[src/rtl/i2s_pkg.sv]
// Constants shared by the I2S capture and transmit paths.
package i2s_pkg;
    localparam int I2S_DATA_W  = 16;
    localparam int I2S_SLOT_W  = 32;
    localparam int I2S_BCK_DIV = 4;

    typedef logic [I2S_DATA_W-1:0] i2s_sample_t;
endpackage

[src/rtl/i2s_bck_gen.sv]
// BCK divider: toggles bck every BCK_DIV clks and flags the clk on which bck falls.
module i2s_bck_gen
    import i2s_pkg::*;
#(
    parameter int BCK_DIV = I2S_BCK_DIV
) (
    input  logic clk,
    input  logic nreset,
    input  logic en,
    output logic bck,
    output logic shift_evt
);
    localparam int CW = (BCK_DIV > 1) ? $clog2(BCK_DIV) : 1;

    logic [CW-1:0] div_cnt;
    logic          wrap;

    assign wrap = (div_cnt == CW'(BCK_DIV - 1));
    // Asserted during the cycle whose closing edge drives bck 1->0.
    assign shift_evt = en && wrap && bck;

    always_ff @(posedge clk or negedge nreset) begin
        if (!nreset) begin
            div_cnt <= '0;
            bck     <= 1'b0;
        end else if (!en) begin
            div_cnt <= '0;
            bck     <= 1'b0;
        end else if (wrap) begin
            div_cnt <= '0;
            bck     <= ~bck;
        end else begin
            div_cnt <= div_cnt + CW'(1);
        end
    end
endmodule

[src/rtl/i2s_tx.sv]
// I2S transmitter (bus master): one-deep sample hold, frame counter and MSB-first serialiser.
module i2s_tx
    import i2s_pkg::*;
#(
    parameter int DATA_W  = I2S_DATA_W,
    parameter int SLOT_W  = I2S_SLOT_W,
    parameter int BCK_DIV = I2S_BCK_DIV
) (
    input  logic              clk,
    input  logic              nreset,
    input  logic              en,
    input  logic [DATA_W-1:0] sample_l,
    input  logic [DATA_W-1:0] sample_r,
    input  logic              sample_valid,
    output logic              sample_ready,
    output logic              bck,
    output logic              lrck,
    output logic              dout,
    output logic              frame_start,
    output logic              underrun
);
    localparam int FRAME_BITS = 2 * SLOT_W;
    localparam int BW         = $clog2(FRAME_BITS);
    localparam int DW         = (DATA_W > 1) ? $clog2(DATA_W) : 1;
    localparam logic [BW-1:0] LAST_BIT = BW'(FRAME_BITS - 1);

    logic              shift_evt;
    logic [BW-1:0]     bit_cnt, bit_nxt, pos_nxt, data_idx;
    logic              right_nxt, in_data, dout_nxt, boundary, accept;
    logic              hold_full;
    logic [DATA_W-1:0] hold_l, hold_r, active_l, active_r, word;

    i2s_bck_gen #(.BCK_DIV(BCK_DIV)) u_bck_gen (
        .clk      (clk),
        .nreset   (nreset),
        .en       (en),
        .bck      (bck),
        .shift_evt(shift_evt)
    );

    assign sample_ready = ~hold_full;
    assign accept       = sample_valid && ~hold_full;
    assign boundary     = shift_evt && (bit_cnt == LAST_BIT);

    // dout/lrck are registered from the slot position the counter is about to enter.
    always_comb begin
        bit_nxt   = (bit_cnt == LAST_BIT) ? '0 : bit_cnt + BW'(1);
        right_nxt = (bit_nxt >= BW'(SLOT_W));
        pos_nxt   = right_nxt ? bit_nxt - BW'(SLOT_W) : bit_nxt;
        in_data   = (pos_nxt != '0) && (pos_nxt <= BW'(DATA_W));
        data_idx  = BW'(DATA_W) - pos_nxt;
        word      = right_nxt ? active_r : active_l;
        dout_nxt  = in_data ? word[data_idx[DW-1:0]] : 1'b0;
    end

    always_ff @(posedge clk or negedge nreset) begin
        if (!nreset) begin
            hold_full <= 1'b0;
            hold_l    <= '0;
            hold_r    <= '0;
        end else if (accept) begin
            hold_full <= 1'b1;
            hold_l    <= sample_l;
            hold_r    <= sample_r;
        end else if (boundary && hold_full) begin
            hold_full <= 1'b0;
        end
    end

    always_ff @(posedge clk or negedge nreset) begin
        if (!nreset) begin
            bit_cnt     <= LAST_BIT;
            lrck        <= 1'b0;
            dout        <= 1'b0;
            frame_start <= 1'b0;
            underrun    <= 1'b0;
            active_l    <= '0;
            active_r    <= '0;
        end else begin
            frame_start <= 1'b0;
            underrun    <= 1'b0;
            if (!en) begin
                bit_cnt  <= LAST_BIT;
                lrck     <= 1'b0;
                dout     <= 1'b0;
                active_l <= '0;
                active_r <= '0;
            end else if (shift_evt) begin
                bit_cnt <= bit_nxt;
                lrck    <= right_nxt;
                dout    <= dout_nxt;
                if (boundary) begin
                    frame_start <= 1'b1;
                    // An empty hold repeats the previous pair rather than sending silence.
                    if (hold_full) begin
                        active_l <= hold_l;
                        active_r <= hold_r;
                    end else begin
                        underrun <= 1'b1;
                    end
                end
            end
        end
    end
endmodule
[config.mk]
export PLATFORM = sky130hd
export DESIGN_NAME = i2s_tx
export DESIGN_NICKNAME = d
export VERILOG_FILES = /design/src/rtl/i2s_pkg.sv /design/src/rtl/i2s_bck_gen.sv /design/src/rtl/i2s_tx.sv
export SDC_FILE = /design/constraint.sdc
export NUM_CORES = 1
export LEC_CHECK = 0
export ABC_AREA = 1
export BUFFER_PORTS_ARGS = -buffer_cell sky130_fd_sc_hd__buf_4
export CAP_MARGIN = 10
export CORE_UTILIZATION = 51
export CTS_CLUSTER_SIZE = 10
export DETAILED_ROUTE_END_ITERATION = 12
export GPL_ROUTABILITY_DRIVEN = 0
export PLACE_DENSITY = 0.79
export SYNTH_ARGS = -nofsm -noshare
export SYNTH_HDL_FRONTEND = slang
export SYNTH_SLANG_ARGS = --single-unit
[constraint.sdc]
create_clock -name clk -period 2.4 [get_ports clk]
set_clock_uncertainty 0.15 [all_clocks]
set_input_delay 0 -clock clk [delete_from_list [all_inputs] [get_ports clk]]
set_output_delay 0 -clock clk [all_outputs]
set_load 0.01 [all_outputs]
==> impl_metrics.toml <==
[detailed_routing]
detail_route.iter0.violations = 165
detailedRoute.firstPassIterationCount = 5
antenna_left = 0
post_detailed_route_via_to_cell_ratio = 5.21
wl_um = 7160
drcViolationCount = 0
routed_wire_length_per_instance_um = 13.4
vias = 2789

[global_route]
overflow = 0
first_global_vias = 2725
antenna_violations_before_repair = 0
grtUsageTotal_pct = 22.3
largest_net_degree_at_the_start_of_global_routing = 79
grt_pass1_wl_um = 12600

[finish]
insertedDiodeCount = 0
drive_above_1_share_pct = 24.2
mostFrequentLayoutCell = "sky130_fd_sc_hd__nand3_1"
most-common-layout-cells = "sky130_fd_sc_hd__nand3_1 (74), sky130_fd_sc_hd__dfrtp_1 (72), sky130_fd_sc_hd__nand2_1 (66)"
finalNetCount = 488
area_delta_synth_final_pct = 26.9

[yosys]
synth.avg_cell_area_um2 = 9.55
seq_area_frac_synth_pct = 55.0
synthMuxAreaShare_pct = 9.48
ys_ff_latch = 78
synth_cells = 373
synth_simple_gate_area_share_pct = 23.7
synth_warnings = 0
synth_top_family_by_area = "simple AND/OR/NAND/NOR gates"
synthDistinctLibCells = 28
synth_nets = 411
synth_compound_area_share_pct = 4.81
synth_xor_xnor_area_share_pct = 0.737
post_synth_fa_ha_maj_area_fraction_pct = 0.702
synth.cell_area_mm2 = 0.00356

[power]
p_clk_share_pct = 38.0
p_leak_nw = 2.23
peakVddDrop_mv = 0.415
totalPowerFinal_mw = 2.77
switching_share_pct = 22.4
internal_power_mw = 2.15
switching_power_uw = 618
power_density_mw_per_mm2 = 612
seq_power_share_pct = 52.8
combinational_share_of_power_pct = 9.1

[clocking]
cts_root_buffer = "sky130_fd_sc_hd__clkbuf_8"
clock_latency_at_the_later_pin_of_the_worst_skew_pair_ps = 350
cts.repair_timing.setup_buffer_count = 0
tritoncts = "yes"
cts.sink_count = 78
cts_made_buffers = 9
htreeDepth = 3
clock_path_buffers = 2
clock_transition_at_the_register_clock_pins_on_the_worst_setup_and_hold_paths_after_cts_ps = 80

[sta]
rsz_0062_raised_after_global_routing = "false"
fin_tns_setup_ps = 0
portion_of_the_clock_cycle_consumed_by_the_worst_path_in_the_final_layout_pct = 93.1
timing.hold.ws_ps = 191
final_ws_setup_ps = 165
report.final.hold_viol_count = 0
period_minus_slack_ps = 2230
timing_worst_slew_pin_value_ps = 942
report.final.slew_viol_count = 0
timing.slew.headroom_pct = 37.2
max_freq_ghz = 0.447
setup-violations-final = 0

[worst_setup_path]
cp_slowest_stage_delay_ps = 410
critPathMaxFanout = 17
critical_path_required_ps = 2550
ff2ff_path_depth = 12
reg2reg_slack_ps = 170
crit_path_end_kind = "flip-flop"
criticalPathCategory = "reg2reg"
critical_path.cell_chain = "ha_1 -> nand2_2 -> nor2_4 -> nor2_2 -> nand2_4 -> o21ai_0 -> nand2_1 -> nand2_1 -> nand2_1 -> nand3_1 -> nand3_1 -> nand2_1"
critical_register_to_register_path_endpoint = "dout$_DFFE_PN0P_"
crit_path_frequent_cell = "sky130_fd_sc_hd__nand2_1"
timing.critical_path.slowest_stage_cell = "sky130_fd_sc_hd__dfstp_2"
critical_path_arrival_ps = 2380
reg2reg_launch_point = "bit_cnt[0]$_DFFE_PN1P_"
cp-start-kind = "flip-flop"

[die]
dieWidth_um = 85.6
pin_count = 42
initial_core_utilization_pct = 52.7
placementRows = 30
floorplan.die_area_mm2 = 0.00733
core-area_mm2 = 0.00676
dieHeight_um = 85.6

[place]
preCtsSetupSlack_ps = 207
place.detailed.hpwl_um = 4780
portBuffers = 41

[worst_hold_path]
worst_hold_path_type = "in2async"

[flow_run]
drv.max_cap_violation_count = 0

[run_status]
outcome = "finished clean"
synth_stat cells:
master,instances,area [um2]
sky130_fd_sc_hd__dfstp_2,6,158
sky130_fd_sc_hd__ha_1,2,25.0
sky130_fd_sc_hd__nand2_1,66,248
sky130_fd_sc_hd__inv_2,1,3.75
sky130_fd_sc_hd__nand3_1,74,370
sky130_fd_sc_hd__mux2_2,30,338
sky130_fd_sc_hd__a21oi_1,5,25.0
sky130_fd_sc_hd__o21ai_1,4,20.0
sky130_fd_sc_hd__buf_2,8,40.0
sky130_fd_sc_hd__xor2_1,3,26.3
sky130_fd_sc_hd__nand2_4,1,11.3
sky130_fd_sc_hd__nand2_2,1,6.26
sky130_fd_sc_hd__buf_1,1,3.75
sky130_fd_sc_hd__a22oi_1,3,22.5
sky130_fd_sc_hd__nor2_2,3,18.8
sky130_fd_sc_hd__nor2_1,30,113
sky130_fd_sc_hd__nor3_1,1,5.00
sky130_fd_sc_hd__dfrtp_1,72,1800
sky130_fd_sc_hd__nand3_4,1,17.5
sky130_fd_sc_hd__nor3_4,1,16.3
sky130_fd_sc_hd__nor2_4,3,33.8
sky130_fd_sc_hd__inv_1,31,116
sky130_fd_sc_hd__o211ai_1,1,7.51
sky130_fd_sc_hd__o21ai_0,16,80.1
sky130_fd_sc_hd__o21ai_4,1,16.3
sky130_fd_sc_hd__buf_6,1,11.3
sky130_fd_sc_hd__clkbuf_1,6,22.5
sky130_fd_sc_hd__or2_1,1,6.26
stage by stage:
step           area (um2)  util [%]  instances
6_report             4520      66.9        535
4_1_cts              4520      66.8        535
5_1_grt              4520      66.9        535
3_3_place_gp         3950      58.5        484
3_5_place_dp         3950      58.5        484
2_1_floorplan        3560         -        373
critical path: cells and delay by family (launching register included):
family / cells / cell delay, ps
AND/OR/NAND/NOR: 10 / 1150
flip-flops: 1 / 410
AO/OA/AOI/OAI: 1 / 250
adder cells (fa/ha/maj): 1 / 220
metal layers:
layer / global-route usage (%) / up-vias / routed length, um / share of wire [%]
li1: - / 1386 / - / -
met1: 30.0 / 1321 / 3290 / 46
met2: 34.8 / 68 / 3440 / 48
met3: 5.20 / 14 / 301 / 4.2
met4: 9.70 / 0 / 131 / 1.8
met5: 0 / - / 0 / 0
registers in the layout, summed over array words and instances, names as in the netlist:
signal,count
active_l,16
active_r,16
bit_cnt,6
dout,1
frame_start,1
hold_full,1
hold_l,16
hold_r,16
lrck,1
u_bck_gen.bck,1
u_bck_gen.div_cnt,2
underrun,1
logic make-up after synthesis:
kind of cell / count (synthesis)
flip-flops: 78
AND/OR/NAND/NOR: 182
buffers and inverters: 48
XOR/XNOR: 3
adder cells (fa/ha/maj): 2
multiplexers: 30
AO/OA/AOI/OAI: 30
what timing repair did:
| item | in CTS | in global routing |
|---|---|---|
| endpoints found under the hold margin | 114 | 0 |
| gates resized for setup | 0 | 1 |
| hold buffers | 35 | 0 |
| endpoints found under the setup margin | 0 | 1 |
power by group through the flow:
stage | Sequential, mW | Clock, mW | Combinational (mW)
CTS | 1.46 | 1.07 | 0.255
global route | 1.47 | 1.13 | 0.283
finish | 1.46 | 1.05 | 0.253
global placement | 1.48 | 0 | 0.199
detailed placement | 1.49 | 0 | 0.210
floorplan | 1.47 | 0 | 0.118
area by class of cell:
type	instances	area [um2]
Clock buffer	10	128
Clock inverter	6	86.3
Fill cell	526	2240
Inverter	32	120
Multi-Input combinational cell	247	1410
Sequential cell	78	1960
Tap cell	80	100
Timing Repair Buffer	82	716
worst max-delay path by stage:
stage | slack, ps | endpoint | start | depth (start not counted)
finish | 170 | dout$_DFFE_PN0P_ | bit_cnt[0]$_DFFE_PN1P_ | 12
global route | 20 | dout$_DFFE_PN0P_ | bit_cnt[0]$_DFFE_PN1P_ | 13
CTS | 190 | dout$_DFFE_PN0P_ | bit_cnt[0]$_DFFE_PN1P_ | 12
detailed placement | 210 | dout$_DFFE_PN0P_ | bit_cnt[0]$_DFFE_PN1P_ | 12
global placement | 260 | dout$_DFFE_PN0P_ | bit_cnt[0]$_DFFE_PN1P_ | 10
floorplan | 390 | dout$_DFFE_PN0P_ | bit_cnt[0]$_DFFE_PN1P_ | 13
(Power assumes the default switching activity.)
